$ cat config.mk
export PLATFORM = sky130hd
export DESIGN_NAME = branch_resolve_unit
export DESIGN_NICKNAME = d
export VERILOG_FILES = /design/src/rtl/branch_resolve_unit.sv
export SDC_FILE = /design/constraint.sdc
export NUM_CORES = 1
export LEC_CHECK = 0
export CORE_MARGIN = 2
export CORE_UTILIZATION = 44
export DETAILED_ROUTE_END_ITERATION = 7
export GPL_TIMING_DRIVEN = 0
export PLACE_DENSITY = 0.82
export SYNTH_ARGS = -nofsm -noshare
export SYNTH_HDL_FRONTEND = slang
export SYNTH_SLANG_ARGS = --single-unit
$ cat constraint.sdc
create_clock -name clk -period 4.9 [get_ports clk]
set_input_delay 1.225 -clock clk [delete_from_list [all_inputs] [get_ports clk]]
set_output_delay 1.225 -clock clk [all_outputs]
set_load 0.01 [all_outputs]
$ cat src/rtl/branch_resolve_unit.sv
// branch_resolve_unit
//
// Static branch predictor plus misprediction recovery for the 5-stage
// RISC-V pipeline. Branches are predicted in ID using the rule "backward
// taken, forward not taken", and JAL is always treated as taken. The
// prediction bit travels with the instruction into EX, where the actual
// outcome is compared against it. The block drives the PC redirect and the
// IF/ID and ID/EX flushes, and keeps saturating performance counters.
//
// Ports
//   clk, reset_n         clock (rising edge), async active-low reset
//   BranchD, JumpD       branch / JAL decoded in ID
//   PCD, ImmExtendD      PC and sign-extended immediate of the ID instruction
//   StallD               ID held by the hazard unit
//   FlushEIn             hazard-unit bubble request for ID/EX
//   BranchE, TakenE      branch in EX and its resolved condition
//   PCTargetE, PCPlus4E  taken / fall-through addresses of the EX branch
//   ClearCnt             synchronous clear of both counters
//   PCRedirect           PC mux selects PCRedirectTarget
//   PCRedirectTarget     redirect fetch address (zero when no redirect)
//   FlushD, FlushE       flushes to IF/ID and ID/EX
//   PredTakenE           prediction carried with the EX instruction
//   BranchCnt            branches resolved (saturating)
//   MispredCnt           mispredictions (saturating)

module branch_resolve_unit #(
  parameter int CNT_W = 32
) (
  input  logic             clk,
  input  logic             reset_n,
  input  logic             BranchD,
  input  logic             JumpD,
  input  logic [31:0]      PCD,
  input  logic [31:0]      ImmExtendD,
  input  logic             StallD,
  input  logic             FlushEIn,
  input  logic             BranchE,
  input  logic             TakenE,
  input  logic [31:0]      PCTargetE,
  input  logic [31:0]      PCPlus4E,
  input  logic             ClearCnt,
  output logic             PCRedirect,
  output logic [31:0]      PCRedirectTarget,
  output logic             FlushD,
  output logic             FlushE,
  output logic             PredTakenE,
  output logic [CNT_W-1:0] BranchCnt,
  output logic [CNT_W-1:0] MispredCnt
);

  localparam logic [CNT_W-1:0] CNT_MAX = '1;
  localparam logic [CNT_W-1:0] CNT_ONE = CNT_W'(1);

  logic        pred_taken_d;
  logic        pred_redirect_d;
  logic [31:0] pc_target_d;
  logic        mispredict_e;
  logic [31:0] correct_target_e;

  // A negative immediate means a backward branch, which is predicted taken.
  assign pred_taken_d    = JumpD | (BranchD & ImmExtendD[31]);
  // A stalled ID instruction will be re-evaluated once the stall ends.
  assign pred_redirect_d = pred_taken_d & ~StallD;
  assign pc_target_d     = PCD + ImmExtendD;

  assign mispredict_e     = BranchE & (TakenE ^ PredTakenE);
  assign correct_target_e = TakenE ? PCTargetE : PCPlus4E;

  // EX holds the older instruction, so its correction beats the ID guess.
  always_comb begin
    PCRedirectTarget = 32'b0;
    if (mispredict_e)
      PCRedirectTarget = correct_target_e;
    else if (pred_redirect_d)
      PCRedirectTarget = pc_target_d;
  end

  assign PCRedirect = mispredict_e | pred_redirect_d;
  assign FlushD     = mispredict_e | pred_redirect_d;
  assign FlushE     = mispredict_e | FlushEIn;

  // A stall bubbles EX, so the prediction must not follow the held instruction.
  always_ff @(posedge clk or negedge reset_n) begin
    if (!reset_n)
      PredTakenE <= 1'b0;
    else if (FlushE)
      PredTakenE <= 1'b0;
    else if (StallD)
      PredTakenE <= 1'b0;
    else
      PredTakenE <= pred_taken_d;
  end

  always_ff @(posedge clk or negedge reset_n) begin
    if (!reset_n) begin
      BranchCnt  <= '0;
      MispredCnt <= '0;
    end else if (ClearCnt) begin
      BranchCnt  <= '0;
      MispredCnt <= '0;
    end else begin
      if (BranchE && (BranchCnt != CNT_MAX))
        BranchCnt <= BranchCnt + CNT_ONE;
      if (mispredict_e && (MispredCnt != CNT_MAX))
        MispredCnt <= MispredCnt + CNT_ONE;
    end
  end

endmodule

==> flow_summary.yaml <==
sta:
  skew_ps: 3.62
  hold_viol_final: 0
  tns_ps: -56.8
  slew_headroom_pct: 34.2
  slew_violations: 0
  tightest_slew_ps: 988
  setup_viol: 1
  rsz0062_at_grt: "true"
  period_needed_ps: 4960
  fin_ws_ps: -56.8
  period_share_pct: 101
  max_clock_freq_ghz: 0.202
worst_hold_path:
  hold_class: "reg -> reg"
synth:
  synth_area_per_cell_sq_um: 8.13
  synth_flop_cell: "dfrtp_1"
  async_flop_share_pct: 100
  yosysWarningCount: 0
  seq_area_frac_synth_pct: 28.2
  synth.ff_latch_count: 65
  syn_area_sq_um: 5770
  syn_nets: 881
  synth_enable_flop_cells: 0
  synth_cells: 710
  synth_cell_types: 57
clock_tree:
  path_clk_slew_ps: 60
  clkLatencyLatePin_ps: 330
  ctsHoldBuffers: 0
  h-tree-depth: 3
  cts_buffer_depth: 2
  cts-buffers-inserted: 9
  cts_root_buf: "clkbuf_16"
  cts_tree: "built"
  clkSinkCount: 65
finish:
  post-route-cell-area_sq_um: 9420
  area_growth_pct: 63.1
  nets: 1162
  n_antenna_cell: 0
  layout-drive-gt1-share_pct: 15.7
worst_setup_path:
  cp.required_ps: 3670
  cp_slowest_cell: "o2111ai_1"
  crit_top_cell: "a21oi_1"
  crit_fanout: 4
  path_cells: "dlygate4sd2_1, ha_4, buf_4, a21oi_1, a21oi_1, o2111ai_1, nor2_1, a21oi_1, xor2_1, o22ai_1, buf_2"
  max_stage_delay_ps: 400
  crit_path_end_kind: "output port"
  crit_type: "in -> out"
  critPathArrivalTime_ps: 3730
  start_kind: "input port"
drt:
  wl_per_cell_um: 19.3
  ant_nets: 0
  drc: 0
  wl_mm: 22.5
  dr.first_iter.drc_count: 799
  drt_first_pass_iters: 5
  routed_via_density: 5.92
  via_count: 6916
grt:
  first_global_vias: 6800
  grt_max_degree: 66
  overflow: 0
  antenna_found_initial: 0
  grtUsageTotal_pct: 30.1
  grt_first_pass_wirelength_mm: 34.6
die:
  initial_core_util_pct: 45.4
  row_count: 41
  fp.dieH_um: 119
  die_area_sq_um: 14100
  num_io_pins: 237
  core_area_sq_um: 12700
  die_x_um: 119
power_and_ir_drop:
  p_leak_uw: 0.00405
  power_density_nw_per_um2: 201
  peakVddDrop_uv: 133
place:
  hpwl_mm: 15.4
  placed_area_sq_um: 8340
  port-buffer-count: 235
  gp_routability_congestion: 0.910
outcome:
  status: "finished, violations left"
  violations: "setup timing"
job:
  maxCapViolCount: 0
[cell usage in the layout, fill, tap and decap left out, types with 19 or more instances in the layout]
cell type,synthesis,layout
clkdlybuf4s50_1,0,173
nor2_1,91,88
dfrtp_1,65,65
nand2_1,48,46
a21oi_1,48,40
xor2_1,42,40
buf_4,1,39
mux2i_1,34,34
xnor2_1,30,30
dlygate4sd2_1,0,29
nand3_1,34,28
nand4_1,27,27
o21ai_0,32,23
ha_4,0,21
a21o_1,19,19
nor3_1,20,19
[area by class of cell]
| cell class | count | area (sq um) |
|---|---|---|
| fillers | 939 | 3300 |
| inverters | 16 | 60.1 |
| well taps | 172 | 215 |
| plain buffers | 25 | 120 |
| flip-flops and latches | 65 | 1630 |
| repair buffers | 273 | 2580 |
| clock buffers | 10 | 239 |
| clock inverters | 6 | 66.3 |
| multi-input cells | 601 | 4510 |
[critical path, delay by kind of cell]
family	cells	cell delay (ps)
adders and majority gates	1	270
AOI/OAI and AO/OA	5	1370
buffers and inverters	3	600
xor gates and xnor gates	1	130
and+or+nand+nor	1	130
[cell families (layout without fill, tap and decap cells)]
group,Yosys count,count (layout),synth area share [%]
AND/OR/NAND/NOR,292,292,25.6
AO/OA/AOI/OAI,169,169,18.9
XOR/XNOR,72,72,10.9
flip-flops,65,65,28.2
buffers and inverters,44,330,3.08
adder cells (fa/ha/maj),34,34,7.50
multiplexers,34,34,5.89
[power breakdown]
part | internal, uW | switching (uW) | total, uW
combinational | 343 | 359 | 701
clock | 409 | 241 | 650
sequential | 540 | 5.48 | 546
[final timing paths]
kind                                startpoint              endpoint  slack (ps)  cells after the start
worst min register to register   BranchCnt[13]         BranchCnt[13]         570                      2
worst max register to register   MispredCnt[2]        MispredCnt[31]        2360                      6
max in group asynchronous              reset_n          BranchCnt[7]        3370                      1
worst max-delay path            ImmExtendD[13]  PCRedirectTarget[24]         -60                     11
worst min-delay path             BranchCnt[13]         BranchCnt[13]         570                      2
min in group asynchronous              reset_n         BranchCnt[24]         990                      1
[routing by layer]
layer	global-route usage (%)	part of all wire, %
met1	37.2	39
met5	0	0
met4	9.97	4.1
met2	52.4	49
met3	5.98	8.1
[cells in the mapped netlist (all sizes together) (2+ instances only)]
cell type,instances,share of area (%)
nor2,91,5.9
dfrtp,65,28
a21oi,48,4.2
nand2,48,3.1
xor2,42,6.4
mux2i,34,5.9
nand3,34,2.9
ha,33,7.2
o21ai,32,2.8
xnor2,30,4.6
nand4,28,3.3
clkbuf,20,1.3
nor3,20,1.7
a21o,19,2.5
o22ai,17,1.8
or3,17,1.9
inv,16,1.0
and2,12,1.3
and3,10,1.1
buf,8,0.74
nor4,8,1.1
a211o,7,1.1
and4,7,1.1
a31oi,6,0.65
nor2b,6,0.65
o211ai,6,0.78
o21bai,5,0.65
o21a,4,0.52
o31ai,4,0.52
o2111a,3,0.59
a211oi,2,0.26
nand2b,2,0.22
nand3b,2,0.26
o211a,2,0.35
o311a,2,0.35
o311ai,2,0.30
o31a,2,0.30
o32a,2,0.35
or2,2,0.22
or3b,2,0.30
or4,2,0.26
[flip-flops by register name (all words and copies together) (netlist names)]
| register | count |
|---|---|
| PredTakenE | 1 |
| MispredCnt | 32 |
| BranchCnt | 32 |
[per-stage QoR]
stage               power (uW)  setup WS [ps]  hold slack [ps]  utilization, %  instances
CTS                       1830          -3.98              576            72.1       1160
global route              1970          -59.1              601            74.0       1168
floorplan                  840            368              578               -        710
global placement          1120           -934              554            65.6       1117
detailed placement        1120           -899              557            65.5       1117
finish                    1900          -56.8              574            74.0       1168
[what timing repair did]
action,4_1_cts,5_1_grt
buffers inserted,28,10
endpoints found under the setup margin,32,27
gates cloned,0,0
pin swaps,34,28
resized for setup,146,65
Note: power is estimated with default switching activity, not from simulation.
